## src/rtl/cpu_pkg.sv

```systemverilog
// Shared constants for the CPU control path: opcode map, sequencer state encoding,
// and the per-opcode length of the execute phase.
package cpu_pkg;

    localparam logic [4:0] OpLd   = 5'b00000;
    localparam logic [4:0] OpLdi  = 5'b00001;
    localparam logic [4:0] OpSt   = 5'b00010;
    localparam logic [4:0] OpAdd  = 5'b00011;
    localparam logic [4:0] OpSub  = 5'b00100;
    localparam logic [4:0] OpAnd  = 5'b00101;
    localparam logic [4:0] OpOr   = 5'b00110;
    localparam logic [4:0] OpShr  = 5'b00111;
    localparam logic [4:0] OpShra = 5'b01000;
    localparam logic [4:0] OpShl  = 5'b01001;
    localparam logic [4:0] OpRor  = 5'b01010;
    localparam logic [4:0] OpRol  = 5'b01011;
    localparam logic [4:0] OpAddi = 5'b01100;
    localparam logic [4:0] OpAndi = 5'b01101;
    localparam logic [4:0] OpOri  = 5'b01110;
    localparam logic [4:0] OpMul  = 5'b01111;
    localparam logic [4:0] OpDiv  = 5'b10000;
    localparam logic [4:0] OpNeg  = 5'b10001;
    localparam logic [4:0] OpNot  = 5'b10010;
    localparam logic [4:0] OpBr   = 5'b10011;
    localparam logic [4:0] OpJr   = 5'b10100;
    localparam logic [4:0] OpJal  = 5'b10101;
    localparam logic [4:0] OpIn   = 5'b10110;
    localparam logic [4:0] OpOut  = 5'b10111;
    localparam logic [4:0] OpMfhi = 5'b11000;
    localparam logic [4:0] OpMflo = 5'b11001;
    localparam logic [4:0] OpNop  = 5'b11010;
    localparam logic [4:0] OpHalt = 5'b11011;

    // ALU select used for effective-address and branch-target additions
    localparam logic [4:0] AluAdd = OpAdd;

    typedef enum logic [3:0] {
        StReset,
        StT0,
        StT1,
        StT2,
        StT3,
        StT4,
        StT5,
        StT6,
        StT7,
        StHalt
    } state_t;

    // Final execute state of each instruction; anything unlisted finishes in T3
    function automatic state_t last_state(input logic [4:0] op);
        case (op)
            OpAdd, OpSub, OpAnd, OpOr, OpShr, OpShra, OpShl, OpRor, OpRol,
            OpAddi, OpAndi, OpOri, OpLdi:  last_state = StT5;
            OpNeg, OpNot, OpJal:           last_state = StT4;
            OpMul, OpDiv, OpBr:            last_state = StT6;
            OpLd, OpSt:                    last_state = StT7;
            default:                       last_state = StT3;
        endcase
    endfunction

endpackage

```

## src/rtl/control_unit.sv

```systemverilog
// Hardwired Moore sequencer: fetch (T0-T2), per-opcode execute (T3-T7), run/halt control.
module control_unit import cpu_pkg::*; (
    input  logic        clock,
    input  logic        clear,
    input  logic [31:0] ir,
    input  logic        con_ff,
    input  logic        stop,
    output logic        run,
    output logic [4:0]  opcode,
    output logic        Read,
    output logic        Write,
    output logic        IncPC,
    output logic        Gra,
    output logic        Grb,
    output logic        Grc,
    output logic        Rin,
    output logic        Rout,
    output logic        BAout,
    output logic        HIin,
    output logic        LOin,
    output logic        Yin,
    output logic        Zin,
    output logic        PCin,
    output logic        IRin,
    output logic        MARin,
    output logic        MDRin,
    output logic        OutPortin,
    output logic        CONin,
    output logic        HIout,
    output logic        LOout,
    output logic        Zhighout,
    output logic        Zlowout,
    output logic        PCout,
    output logic        MDRout,
    output logic        InPortout,
    output logic        Cout
);

    state_t     r_state;
    logic [4:0] w_op;
    logic       w_exec;
    logic       w_unused_ir;

    assign w_op        = ir[31:27];
    // Register fields are decoded by select_encode in the datapath, not here
    assign w_unused_ir = ^ir[26:0];
    assign w_exec      = r_state inside {StT3, StT4, StT5, StT6, StT7};

    function automatic state_t next_exec(input state_t s);
        case (s)
            StT3:    next_exec = StT4;
            StT4:    next_exec = StT5;
            StT5:    next_exec = StT6;
            StT6:    next_exec = StT7;
            default: next_exec = StT0;
        endcase
    endfunction

    // State register: fetch steps, execute steps until the op's last state, then T0 or HALT
    always_ff @(posedge clock) begin
        if (clear) begin
            r_state <= StReset;
        end else begin
            case (r_state)
                StReset: r_state <= StT0;
                StT0:    r_state <= StT1;
                StT1:    r_state <= StT2;
                StT2:    r_state <= StT3;
                StT3, StT4, StT5, StT6, StT7: begin
                    if (r_state == last_state(w_op)) begin
                        r_state <= (w_op == OpHalt || stop) ? StHalt : StT0;
                    end else begin
                        r_state <= next_exec(r_state);
                    end
                end
                StHalt:  r_state <= StHalt;
                default: r_state <= StReset;
            endcase
        end
    end

    // Output decode from (state, op, con_ff); every strobe defaults low
    always_comb begin
        run       = (r_state != StReset) && (r_state != StHalt);
        opcode    = w_exec ? w_op : 5'd0;
        Read      = 1'b0; Write    = 1'b0; IncPC   = 1'b0;
        Gra       = 1'b0; Grb      = 1'b0; Grc     = 1'b0;
        Rin       = 1'b0; Rout     = 1'b0; BAout   = 1'b0;
        HIin      = 1'b0; LOin     = 1'b0; Yin     = 1'b0;
        Zin       = 1'b0; PCin     = 1'b0; IRin    = 1'b0;
        MARin     = 1'b0; MDRin    = 1'b0; OutPortin = 1'b0;
        CONin     = 1'b0; HIout    = 1'b0; LOout   = 1'b0;
        Zhighout  = 1'b0; Zlowout  = 1'b0; PCout   = 1'b0;
        MDRout    = 1'b0; InPortout = 1'b0; Cout   = 1'b0;
        case (r_state)
            StT0: begin PCout = 1'b1; MARin = 1'b1; IncPC = 1'b1; Zin = 1'b1; end
            StT1: begin Zlowout = 1'b1; PCin = 1'b1; Read = 1'b1; MDRin = 1'b1; end
            StT2: begin MDRout = 1'b1; IRin = 1'b1; end
            StT3: begin
                case (w_op)
                    OpAdd, OpSub, OpAnd, OpOr, OpShr, OpShra, OpShl, OpRor, OpRol,
                    OpAddi, OpAndi, OpOri:
                        begin Grb = 1'b1; Rout = 1'b1; Yin = 1'b1; end
                    OpNeg, OpNot:      begin Grb = 1'b1; Rout = 1'b1; Zin = 1'b1; end
                    OpMul, OpDiv:      begin Gra = 1'b1; Rout = 1'b1; Yin = 1'b1; end
                    OpLd, OpLdi, OpSt: begin Grb = 1'b1; BAout = 1'b1; Yin = 1'b1; end
                    OpBr:              begin Gra = 1'b1; Rout = 1'b1; CONin = 1'b1; end
                    OpJr:              begin Gra = 1'b1; Rout = 1'b1; PCin = 1'b1; end
                    OpJal:             begin PCout = 1'b1; Grb = 1'b1; Rin = 1'b1; end
                    OpIn:              begin InPortout = 1'b1; Gra = 1'b1; Rin = 1'b1; end
                    OpOut:             begin Gra = 1'b1; Rout = 1'b1; OutPortin = 1'b1; end
                    OpMfhi:            begin HIout = 1'b1; Gra = 1'b1; Rin = 1'b1; end
                    OpMflo:            begin LOout = 1'b1; Gra = 1'b1; Rin = 1'b1; end
                    default: ;
                endcase
            end
            StT4: begin
                case (w_op)
                    OpAdd, OpSub, OpAnd, OpOr, OpShr, OpShra, OpShl, OpRor, OpRol:
                        begin Grc = 1'b1; Rout = 1'b1; Zin = 1'b1; end
                    OpAddi, OpAndi, OpOri: begin Cout = 1'b1; Zin = 1'b1; end
                    OpNeg, OpNot:      begin Zlowout = 1'b1; Gra = 1'b1; Rin = 1'b1; end
                    OpMul, OpDiv:      begin Grb = 1'b1; Rout = 1'b1; Zin = 1'b1; end
                    OpLd, OpLdi, OpSt: begin Cout = 1'b1; Zin = 1'b1; opcode = AluAdd; end
                    OpBr:              begin PCout = 1'b1; Yin = 1'b1; end
                    OpJal:             begin Gra = 1'b1; Rout = 1'b1; PCin = 1'b1; end
                    default: ;
                endcase
            end
            StT5: begin
                case (w_op)
                    OpAdd, OpSub, OpAnd, OpOr, OpShr, OpShra, OpShl, OpRor, OpRol,
                    OpAddi, OpAndi, OpOri, OpLdi:
                        begin Zlowout = 1'b1; Gra = 1'b1; Rin = 1'b1; end
                    OpMul, OpDiv:      begin Zlowout = 1'b1; LOin = 1'b1; end
                    OpLd, OpSt:        begin Zlowout = 1'b1; MARin = 1'b1; end
                    OpBr:              begin Cout = 1'b1; Zin = 1'b1; opcode = AluAdd; end
                    default: ;
                endcase
            end
            StT6: begin
                case (w_op)
                    OpMul, OpDiv:      begin Zhighout = 1'b1; HIin = 1'b1; end
                    OpLd:              begin Read = 1'b1; MDRin = 1'b1; end
                    // MDR takes the bus here, so Read stays low
                    OpSt:              begin Gra = 1'b1; Rout = 1'b1; MDRin = 1'b1; end
                    OpBr:              begin Zlowout = con_ff; PCin = con_ff; end
                    default: ;
                endcase
            end
            StT7: begin
                case (w_op)
                    OpLd:    begin MDRout = 1'b1; Gra = 1'b1; Rin = 1'b1; end
                    OpSt:    Write = 1'b1;
                    default: ;
                endcase
            end
            default: ;
        endcase
    end

endmodule

```

## config.mk

```make
export PLATFORM = sky130hd
export DESIGN_NAME = control_unit
export DESIGN_NICKNAME = d
export VERILOG_FILES = /design/src/rtl/cpu_pkg.sv /design/src/rtl/control_unit.sv
export SDC_FILE = /design/constraint.sdc
export NUM_CORES = 1
export LEC_CHECK = 0
export ABC_AREA = 1
export BUFFER_PORTS_ARGS = -buffer_cell sky130_fd_sc_hd__buf_2
export CAP_MARGIN = 20
export CORE_ASPECT_RATIO = 1.75
export CORE_MARGIN = 5
export CORE_UTILIZATION = 39
export DETAILED_ROUTE_END_ITERATION = 8
export PLACE_DENSITY_LB_ADDON = 0.05
export SETUP_SLACK_MARGIN = 0.2
export SYNTH_ARGS = -nofsm -noshare
export SYNTH_HDL_FRONTEND = slang
export SYNTH_SLANG_ARGS = --single-unit
```

## constraint.sdc

```tcl
create_clock -name clock -period 1.5 [get_ports clock]
set_clock_uncertainty 0.2 [all_clocks]
set_input_delay 0.15 -clock clock [delete_from_list [all_inputs] [get_ports clock]]
set_output_delay 0.15 -clock clock [all_outputs]
set_load 0.01 [all_outputs]
```

==> results of run 1 <==
## timing repair
| action | CTS |
|---|---|
| gates resized for setup | 96 |
| hold buffers | 1 |
| setup buffers | 20 |
| pin swaps | 28 |
| hold endpoints to repair | 3 |
| setup endpoints to repair | 37 |
## cells by family after synthesis
logic type,count (synthesis),synth area share
buffers and inverters,44,0.166
adder cells (fa/ha/maj),4,0.0461
flip-flops,4,0.0738
AO/OA/AOI/OAI,33,0.178
AND/OR/NAND/NOR,124,0.536
## per-stage QoR
stage,instance area (um^2),util,setup TNS (ns)
CTS,2600,0.966,-8.23
detailed placement,2020,0.750,-7.43
floorplan,1300,-,-0.395
global placement,2020,0.750,-6.56
## cells in the mapped netlist (4+ instances only)
cell type   n  area [um^2]
dfxtp_1     4         80.1
ha_1        4         50.1
inv_2       7         26.3
a21oi_1     8         40.0
nand2_2     9         56.3
o21ai_0    12         60.1
nand3_1    16         80.1
nand2_1    46          173
nor2_2      7         43.8
nor3_1      5         25.0
inv_1      33          124
nor2_1     32          120
==> results by group, run 1 <==
Yosys
  – Synth cell types: 28
  – Ys Warns: 0
  – Mapped Area: ~1100 um^2
  – Commonest register cell after synthesis: dfxtp_1
  – Ys async rst share: 0
  – Syn Nets: 249
  – Post-synthesis sequential area ratio: 0.0738
  – FF+latch count, synth: 4
  – Cells after Synth: 209
  – Number of enable flip-flop cells after synthesis: 0
  – Syn avg cell area: roughly 5.2 um^2

Floorplanning
  – Chip width: 49.9 um
  – Chip Height: 79.8 um
  – Number of top-level pins: 69
  – Initial Util: 0.403
  – Row count: 25

Placed design
  – Gpl congestion: 0.949
  – Setup slack at placement: -0.456 ns
  – Placed cell count: 338
  – Final HPWL DP: 3690 um
  – Port Buffer Count: 41

Status
  – Status: aborted with a tool error
  – Error: [ERROR DPL-0038] Utilization greater than 100%, impossible to legalize
  – Fail Step: global routing

Clock tree
  – CTS root buffer: clkbuf_8
  – Deepest clock path buffer count: 2
  – Num CTS Buffers: 3
  – Clk sinks: 4
  – Htree depth: 1

Global route
  – Largest net degree at the start of global routing: 13

STA
  – Grt repair worst endpoint: opcode[1]
  – Worst endpoint type: primary output
==> inputs of run 2 (changes only) <==
- CORE_AREA: not set -> 5 5 66 68
- CORE_ASPECT_RATIO: 1.75 -> not set
- CORE_MARGIN: 5 -> not set
- CORE_UTILIZATION: 39 -> not set
- DIE_AREA: not set -> 0 0 71 73
- PLACE_DENSITY_LB_ADDON: 0.05 -> 0.15
- SETUP_SLACK_MARGIN: 0.2 -> not set
- clock period: 1.5 -> 1.95 ns (I/O delays scaled with it)
==> run 2 against run 1 <==
  * Area after synthesis unchanged
  * Synthesized cell count unchanged
  * The flow now finishes without violations
==> results by group, run 2 <==
Status
  – Status: completed

Clock tree
  – Clk sinks: 4
  – CTS root buffer: clkbuf_8
  – TritonCTS clock tree: done
  – CTS clk-pin slew, worst paths: 0.03 ns
  – Htree depth: 1
  – Deepest clock path buffer count: 2
  – Clock latency on the worst-skew pair: 0.21 ns
  – Num CTS Buffers: 3

Floorplanning
  – Core Area: 3800 um^2
  – Chip width: 71 um
  – Chip Height: between 70 and 80 um
  – Number of top-level pins: 69
  – Initial Util: 0.286
  – Row count: 23
  – Die area: 5180 um^2

Placed design
  – Final HPWL DP: 3260 um
  – Area after DPL: 1600 um^2
  – Port Buffer Count: 41
  – Setup slack at placement: -0.152 ns
  – Gpl congestion: 0.837

Yosys
  – Mapped Area: 1080 um^2
  – Most numerous cell in the Yosys netlist: nand2_1
  – Cells after Synth: 209
  – Commonest register cell after synthesis: dfxtp_1
  – Post-synthesis sequential area ratio: 0.0738
  – Ys Warns: 0
  – Syn avg cell area: 5.19 um^2
  – Syn Nets: 249
  – Ys async rst share: 0
  – Share of the synthesized area in the top cell type: 0.159
  – Largest cells by area after synthesis: nand2_1, inv_1, nor2_1
  – Number of enable flip-flop cells after synthesis: 0
  – Synth cell types: 28
  – Synth cell count leaders: nand2_1, inv_1, nor2_1
  – Area leader, netlist: nand2_1
  – FF+latch count, synth: 4

Global route
  – Initial antenna violation count: 0
  – Total grt overflow: 0
  – All-Layer GR Usage: 0.148
  – Largest net degree at the start of global routing: 14
  – Vias in the first global route: 1497
  – Global-route wire length before repair: 6350 um

Power
  – LEAKAGE: 1.03 nW
  – P per Cell Area: 652 nW/um^2
  – Worst VDD drop: 0.665 mV

STA
  – Max-Slew Margin vs Limit: 0.777
  – Setup TNS: 0 ns
  – Worst-Margin Slew: between 0.3 and 0.4 ns
  – Final Worst Setup Slack: 0.0370 ns
  – Hold WS: approximately 0.19 ns
  – Setup-failing EPs final: 0
  – Peak Freq: between 500 and 600 MHz
  – Final period util: 0.981
  – Max Slew Vio Count: 0
  – RSZ-0062 raised after global routing: yes
  – Final Critical Period: 1.91 ns
  – Hold Vio Cnt, Final: 0

Finish
  – Post-layout util: 0.538
  – Area grow syn2layout: 88.4%
  – Biggest regs: r_state x4
  – Final Instance Area: 2040 um^2
  – Commonest non-fill, non-tap cell in the layout: buf_4
  – Largest register FFs: 4
  – Largest Register: r_state
  – Most frequent cells in the layout: buf_4, nand2_1, buf_2
  – Layout cells sized above 1: 0.559
  – # nets final: 341
  – Layout fillers: 407
  – Number of diodes: 0

Worst setup path
  – CP Capture Type: primary output
  – Startpoint types: flip-flop
  – Worst r2r src: r_state[3]
  – Max Fanout on Critical Path: 6
  – Worst EP arrival: around 1.5 ns
  – Critical path type: flip-flop to primary output
  – Req. time, crit path: 1.55 ns
  – Worst Reg-to-Reg Cells: 11
  – R2R setup slack: roughly 0.39 ns
  – Worst r2r dst: r_state[1]

Drt
  – Total wire length: 4030 um
  – Antenna Violating Nets Remaining: 0
  – TritonRoute pass-1 iters: 4
  – DRT iter0 DRCs: 67
  – Routed vias: 1601
  – Routed vias/inst: 4.59
  – Wirelength per Cell: 11.6 um
  – Residual DRC: 0

Worst hold path
  – HP Start: stop
  – Endpoint, Worst Hold: r_state[3]
  – Hold Path Depth: 5
  – Worst Hold Class: input port to flip-flop

Job
  – # Max-Cap Violations: 0
## run 2: cell counts after synthesis
No cell type changed its count.
## run 2: worst max-delay path, cell delays in order (launching register included)
cell and delay (ns):
dfxtp_4 0.38, inv_4 0.05, nor2_4 0.11, inv_2 0.06, nor2_4 0.15, inv_4 0.08, o21ai_4 0.19, buf_6 0.12
nor3_2 0.03, buf_2 0.13
## run 2: routing by layer
| metal | global-route usage | up-vias | wire (um) |
|---|---|---|---|
| met2 | 0.286 | 29 | 2150 |
| met5 | 0 | - | 0 |
| met3 | 0.0165 | 4 | 154 |
| li1 | - | 845 | - |
| met1 | 0.169 | 723 | 1680 |
| met4 | 0.0418 | 0 | 40 |
## run 2: final cells by class
class / count / area (um^2) / share of cell area
Tap cell: 50 / 62.6 / 0.0306
Inverter: 41 / 176 / 0.0863
Multi-Input combinational cell: 161 / 1060 / 0.520
Clock buffer: 3 / 41.3 / 0.0202
Timing Repair Buffer: 90 / 614 / 0.301
Sequential cell: 4 / 86.3 / 0.0423
## run 2: cell families (layout without fill, tap and decap cells)
kind of cell | after synthesis | count (layout) | share of synthesized area
buffers and inverters | 44 | 134 | 0.166
AO/OA/AOI/OAI | 33 | 33 | 0.178
adder cells (fa/ha/maj) | 4 | 4 | 0.0461
flip-flops | 4 | 4 | 0.0738
AND/OR/NAND/NOR | 124 | 124 | 0.536
## run 2: how the worst max path moves through the flow
stage               startpoint         to  slack [ns]
floorplan               ir[27]        Gra        0.15
detailed placement      ir[27]        Gra       -0.15
global placement        ir[27]        Gra       -0.15
global route        r_state[3]       Rout       -0.04
CTS                 r_state[0]  opcode[0]      0.0005
finish              r_state[0]  opcode[4]        0.04
## run 2: report_power, final
group          internal, mW  switching, mW  total [mW]
Clock                 0.131         0.0358       0.167
Sequential            0.118         0.0371       0.155
Combinational         0.449          0.562        1.01
Total                 0.698          0.635        1.33
## run 2: stage by stage
stage / power, mW / std cells
2_1_floorplan: 0.607 / 209
3_3_place_gp: 0.963 / 334
3_5_place_dp: 0.962 / 334
4_1_cts: 1.18 / 340
5_1_grt: 1.45 / 349
6_report: 1.33 / 349
## run 2: repair_timing
item / in CTS / in global routing
setup endpoints to repair: 11 / 17
hold buffers: 1 / 0
resized for setup: 25 / 64
endpoints found under the hold margin: 3 / 0
pin swaps: 7 / 25
buffers inserted: 2 / 9
Power figures use the tool's default switching activity.
